### config.mk
export PLATFORM = sky130hd
export DESIGN_NAME = piso_i2c_tx
export DESIGN_NICKNAME = d
export VERILOG_FILES = /design/src/rtl/piso_pkg.sv /design/src/rtl/piso_i2c_tx.sv
export SDC_FILE = /design/constraint.sdc
export NUM_CORES = 1
export LEC_CHECK = 0
export CORE_UTILIZATION = 30
export CTS_CLUSTER_SIZE = 25
export DETAILED_ROUTE_END_ITERATION = 10
export PLACE_DENSITY = 0.59
export SLEW_MARGIN = 20
export SYNTH_ARGS = -nofsm -noshare
export SYNTH_HDL_FRONTEND = slang
export SYNTH_SLANG_ARGS = --single-unit
### constraint.sdc
create_clock -name sclk -period 3.4 [get_ports sclk]
set_clock_uncertainty 0.05 [all_clocks]
set_input_delay 0.34 -clock sclk [delete_from_list [all_inputs] [get_ports sclk]]
set_output_delay 0.34 -clock sclk [all_outputs]
set_load 0.05 [all_outputs]
### src/rtl/piso_pkg.sv
// Shared constants for the 4-bit parallel-in / two-wire serial transmitter:
// frame width and the FSM state encoding exported on the debug port.
package piso_pkg;

  localparam int FRAME_W = 4;

  localparam logic [3:0] IDLE   = 4'd0;
  localparam logic [3:0] START  = 4'd1;
  localparam logic [3:0] B3_L   = 4'd2;
  localparam logic [3:0] B3_H   = 4'd3;
  localparam logic [3:0] B2_L   = 4'd4;
  localparam logic [3:0] B2_H   = 4'd5;
  localparam logic [3:0] B1_L   = 4'd6;
  localparam logic [3:0] B1_H   = 4'd7;
  localparam logic [3:0] B0_L   = 4'd8;
  localparam logic [3:0] B0_H   = 4'd9;
  localparam logic [3:0] STOP_L = 4'd10;
  localparam logic [3:0] STOP_H = 4'd11;

endpackage

### src/rtl/piso_i2c_tx.sv
// Captures a 4-bit word on d_en and sends START, 4 bits MSB-first, STOP on scl/sda.
// scl/sda are decoded from the next state so they register alongside state.
module piso_i2c_tx
  import piso_pkg::*;
(
  input  logic               sclk,
  input  logic               rst,
  input  logic               d_en,
  input  logic [FRAME_W-1:0] data,
  output logic               scl,
  output logic               sda,
  output logic [3:0]         state
);

  logic [3:0]         next_state;
  logic               next_scl;
  logic               next_sda;
  logic               load;
  logic [FRAME_W-1:0] sr;

  // State, line and shift-register flops; reset aborts any frame without a STOP.
  always_ff @(posedge sclk or negedge rst) begin
    if (!rst) begin
      state <= IDLE;
      scl   <= 1'b1;
      sda   <= 1'b1;
      sr    <= {FRAME_W{1'b0}};
    end else begin
      state <= next_state;
      scl   <= next_scl;
      sda   <= next_sda;
      if (load) begin
        sr <= data;
      end else begin
        sr <= sr;
      end
    end
  end

  // Next-state logic: only IDLE looks at d_en; every other phase lasts one cycle.
  always_comb begin
    next_state = IDLE;
    load       = 1'b0;
    case (state)
      IDLE: begin
        if (d_en) begin
          next_state = START;
          load       = 1'b1;
        end else begin
          next_state = IDLE;
        end
      end
      START:   next_state = B3_L;
      B3_L:    next_state = B3_H;
      B3_H:    next_state = B2_L;
      B2_L:    next_state = B2_H;
      B2_H:    next_state = B1_L;
      B1_L:    next_state = B1_H;
      B1_H:    next_state = B0_L;
      B0_L:    next_state = B0_H;
      B0_H:    next_state = STOP_L;
      STOP_L:  next_state = STOP_H;
      STOP_H:  next_state = IDLE;
      default: next_state = IDLE;
    endcase
  end

  // Line decode for the state about to be entered; sr is stable through all bit phases.
  always_comb begin
    next_scl = 1'b1;
    next_sda = 1'b1;
    case (next_state)
      IDLE:    begin next_scl = 1'b1; next_sda = 1'b1;  end
      START:   begin next_scl = 1'b1; next_sda = 1'b0;  end
      B3_L:    begin next_scl = 1'b0; next_sda = sr[3]; end
      B3_H:    begin next_scl = 1'b1; next_sda = sr[3]; end
      B2_L:    begin next_scl = 1'b0; next_sda = sr[2]; end
      B2_H:    begin next_scl = 1'b1; next_sda = sr[2]; end
      B1_L:    begin next_scl = 1'b0; next_sda = sr[1]; end
      B1_H:    begin next_scl = 1'b1; next_sda = sr[1]; end
      B0_L:    begin next_scl = 1'b0; next_sda = sr[0]; end
      B0_H:    begin next_scl = 1'b1; next_sda = sr[0]; end
      STOP_L:  begin next_scl = 1'b0; next_sda = 1'b0;  end
      STOP_H:  begin next_scl = 1'b1; next_sda = 1'b0;  end
      default: begin next_scl = 1'b1; next_sda = 1'b1;  end
    endcase
  end

endmodule

* Word level (Yosys, flattened, before mapping)
Index checks and enable logic that the tools add are counted.
W data, S select, Z words.
** Operators by class
- Equality and inequality tests :: 21
- Muxes and demuxes :: 6
- Reductions and logical operators :: 7
** Operators with widths (count)
- $pmux W4 S11 :: 1
- $eq A4 B3 Y1 const B :: 8
- $eq A4 B4 Y1 const B :: 7
- $eq A4 B2 Y1 const B :: 4
- $eq A4 B1 Y1 const B :: 2
- $reduce_or A2 Y1 :: 4
- $pmux W1 S5 :: 1
- $reduce_or A5 Y1 :: 1
- $logic_not A4 Y1 :: 1
- $mux W1 :: 4
- $reduce_or A3 Y1 :: 1
** Storage, ports and cells
- Flip-flop bits (word level) :: 10
- Input bits :: 7
- Output and inout bits :: 6

* Depth between registers and ports, before layout
- Word-level depth :: 5
- Gate-level depth with buffers :: 5
- Depth with buffers taken out :: 4

* Worst setup path after synthesis
OpenSTA, ideal clock, no wires.
- Kind :: reg2reg
- Start :: register state[2]
- End :: register sr[0]
- Setup time :: 125 ps
- Data arrival time :: 1342 ps
- Path slack :: 1883 ps
- Cell stages (with the launch flop) :: 4
- Path buffers :: 0
- Cells stage by stage :: dfrtp_1 nor3_2 nand3b_2 mux2_4
** Between the ends
- Word-level cells in the longest chain between the ends :: 2
** Ends and longest elaborated chain
- start, declared :: RTL line piso_i2c_tx.sv:12 : output logic [3:0] state
- start signal, assigned :: RTL line piso_i2c_tx.sv:29 : state <= next_state;
- $logic_not A4 Y1 :: RTL line piso_i2c_tx.sv:44 : case (state)
- $mux W1 :: RTL line piso_i2c_tx.sv:44
- end signal, assigned :: RTL line piso_i2c_tx.sv:27 : sr <= {FRAME_W{1'b0}};
- end signal, assigned :: RTL line piso_i2c_tx.sv:33 : sr <= data;
- end signal, assigned :: RTL line piso_i2c_tx.sv:35 : sr <= sr;
- end, declared :: RTL line piso_i2c_tx.sv:19 : logic [FRAME_W-1:0] sr;
Every way passes these cells.
A chain may end at the register's enable or synchronous reset.

* Worst setup path in the final report
- Start :: register state[2]
- End :: output port state[2]
No word-level cell between the ends.

==> results.sh <==
export IMPL_ff_latch_area_um2=252.7
export IMPL_drt_drc_violations_left=0
export IMPL_ys_warn_count=0
export IMPL_synth_cells=49
export IMPL_pwr_share_seq=0.371
export IMPL_endpoint_kind="output port"
export IMPL_clkTransAtPathRegs_ns=0.07
export IMPL_via_per_inst=4.600
export IMPL_worst_slack_ns=1.221
export IMPL_synth_area_leaders="dfrtp_1 (37%), mux2_4 (11%), dfstp_2 (9.8%)"
export IMPL_ys_flop_type="dfrtp_1"
export IMPL_drt_initial_drc_count=4
export IMPL_overflow=0
export IMPL_post_cts_resized=0
export IMPL_r2r_cells=3
export IMPL_track_usage=0.1147
export IMPL_worst_pin_slew_ns=0.4923
export IMPL_rsz0062_at_grt="no"
export IMPL_peakVddDrop_uv=534.4
export IMPL_status="finished clean"
export IMPL_endpoint="state[2]"
export IMPL_pwr_share_clk=0.137
export IMPL_die_x_um=44.35
export IMPL_yosysSeqAreaShare=0.4698
export IMPL_grt_max_degree=17
export IMPL_pin_count=13
export IMPL_place_gp_congestion=0.7198
export IMPL_dr_pass1_iters=3
export IMPL_initial_core_util=0.3375
export IMPL_start_kind="flip-flop"
export IMPL_port_buffers=12
export IMPL_routed_top_layer="met3"
export IMPL_hold_buffers=0
export IMPL_hold_violations=0
export IMPL_layout_commonest_cell="clkdlybuf4s50_1"
export IMPL_die_area_mm2=0.001967
export IMPL_worst_path_stages=1
export IMPL_die_y_um=44.35
export IMPL_grt_pass1_wl_mm=1.580
export IMPL_drive_gt1_frac=0.2131
export IMPL_post_cts_setup_buffer_count=0
export IMPL_required_ns=3.01
export IMPL_cap_violations=0
export IMPL_r2r_start="state[2]"
export IMPL_r2r_slack_ns=1.89
export IMPL_tns_ns=0
export IMPL_final_cell_mix="clkdlybuf4s50_1 (12), dfrtp_1 (8), o21ai_0 (4), mux2_4 (4)"
export IMPL_syn_nets=56
export IMPL_core_area_mm2=0.001594
export IMPL_multi_input_area_um2=255.2
export IMPL_cp_startpoint="state[2]"
export IMPL_cts_made_buffers=3
export IMPL_diodes=0
export IMPL_wl_um=937
export IMPL_p_int_uw=437.5
export IMPL_ys_ff_latch=10
export IMPL_cts_buffer_depth=2
export IMPL_synth_async_sr_flop_share=1.000
export IMPL_cp_max_fo=16
export IMPL_combPwrFrac=0.493
export IMPL_period_share=0.6408
export IMPL_power_leakage_nw=0.2923
export IMPL_cts_tree="done"
export IMPL_min_period_ns=2.179
export IMPL_drt_met1_wl_um=494
export IMPL_synth_edf_count=0
export IMPL_max_freq_mhz=459.0
export IMPL_yosysTopAreaCell="dfrtp_1"
export IMPL_clkSinkCount=10
export IMPL_antenna_found_initial=0
export IMPL_met2WireLength_um=369
export IMPL_dp_hpwl_um=616.8
export IMPL_grt_pass1_vias=344
export IMPL_clock_latency_ns=0.26
export IMPL_critPathArrivalTime_ns=1.79
export IMPL_avgSynthCellArea_um2=10.98
export IMPL_crit_path_cell_trace="clkdlybuf4s50_1"
export IMPL_avgRoutedWirePerCell_um=11.02
export IMPL_preCtsSetupSlack_ns=1.508
export IMPL_synth_distinct_cells=27
export IMPL_power_density_mw_per_mm2=1137
export IMPL_setup_viol=0
export IMPL_cts_root_buf="clkbuf_4"
export IMPL_path_delay_family="buffers and inverters"
export IMPL_fillCellCount=148
export IMPL_r2r_end="sr[0]"
export IMPL_hold_path_class="in2async"
export IMPL_wl_met3_um=73
export IMPL_crit_buf_inv=1
export IMPL_crit_slowest_cell="clkdlybuf4s50_1"
export IMPL_layout_nets=69
export IMPL_cpPeakStageDelay_ns=0.89
export IMPL_maxSlewViolCount=0
export IMPL_p_sw_uw=360.8
export IMPL_netlist_area_leader_share=0.3721
export IMPL_area_growth_pct=30.47
export IMPL_crit_type="reg2out"
export IMPL_rows=14
export IMPL_dr_total_vias=391
export IMPL_detail_route_antenna_nets=0
export IMPL_htree_levels=1
export IMPL_mappedNetlistArea_um2=538.0
export IMPL_swShare=0.4520
export IMPL_slew_headroom=0.6708
## flip-flops by register name, summed over array words and instances, names as in the netlist
| register | cells |
|---|---|
| sda | 1 |
| sr | 4 |
| state | 4 |
| scl | 1 |
## routing by layer
| layer | vias up | GRT usage |
|---|---|---|
| met2 | 13 | 0.1500 |
| li1 | 200 | - |
| met4 | 0 | 0.03636 |
| met5 | - | 0 |
| met3 | 0 | 0.06531 |
| met1 | 178 | 0.1582 |
## layout make-up
type                            count  share of cell area
Multi-Input combinational cell     33              0.3636
Sequential cell                    10              0.3601
Timing Repair Buffer               12              0.1711
Clock buffer                        4             0.05169
Tap cell                           24             0.04278
Inverter                            2             0.01070
## cell usage after synthesis, drive strengths merged (2+ instances only)
cell and number:
nor3 2, nand2 3, nand3b 3, mux2 4, inv 2, a21oi 3, buf 4, dfrtp 8
dfstp 2, o21ai 4
## power by group through the flow
stage	clock (mW)	sequential [mW]	combinational (mW)
5_1_grt	0.118	0.310	0.422
4_1_cts	0.112	0.295	0.394
3_5_place_dp	0	0.296	0.394
3_3_place_gp	0	0.294	0.393
6_report	0.109	0.296	0.393
2_1_floorplan	0	0.358	0.239
## through the flow
step	utilization	total power, mW	cells	hold WS (ns)	cell area [um^2]
4_1_cts	0.4403	0.8012	85	0.3457	701.9
6_report	0.4403	0.7983	85	0.3338	701.9
2_1_floorplan	-	0.5977	49	-0.005591	538.0
3_3_place_gp	0.4176	0.6878	81	0.4492	665.6
3_5_place_dp	0.4176	0.6898	81	0.4484	665.6
5_1_grt	0.4403	0.8495	85	0.3859	701.9
## how the worst min path moves through the flow
stage | start | to | slack (ns)
2_1_floorplan | rst | sr[0] | -0.006
3_3_place_gp | sr[3] | sr[3] | 0.45
3_5_place_dp | sr[3] | sr[3] | 0.45
4_1_cts | rst | sr[1] | 0.35
5_1_grt | rst | sr[2] | 0.39
6_report | rst | sr[2] | 0.33
## kinds of logic (layout without fill, tap and decap cells)
family,after synthesis,after routing,synth area share
multiplexers,5,5,0.1302
AO/OA/AOI/OAI,11,11,0.1279
buffers and inverters,6,18,0.05582
XOR/XNOR,2,2,0.03256
AND/OR/NAND/NOR,15,15,0.1837
flip-flops,10,10,0.4698
(Power assumes the default switching activity.)
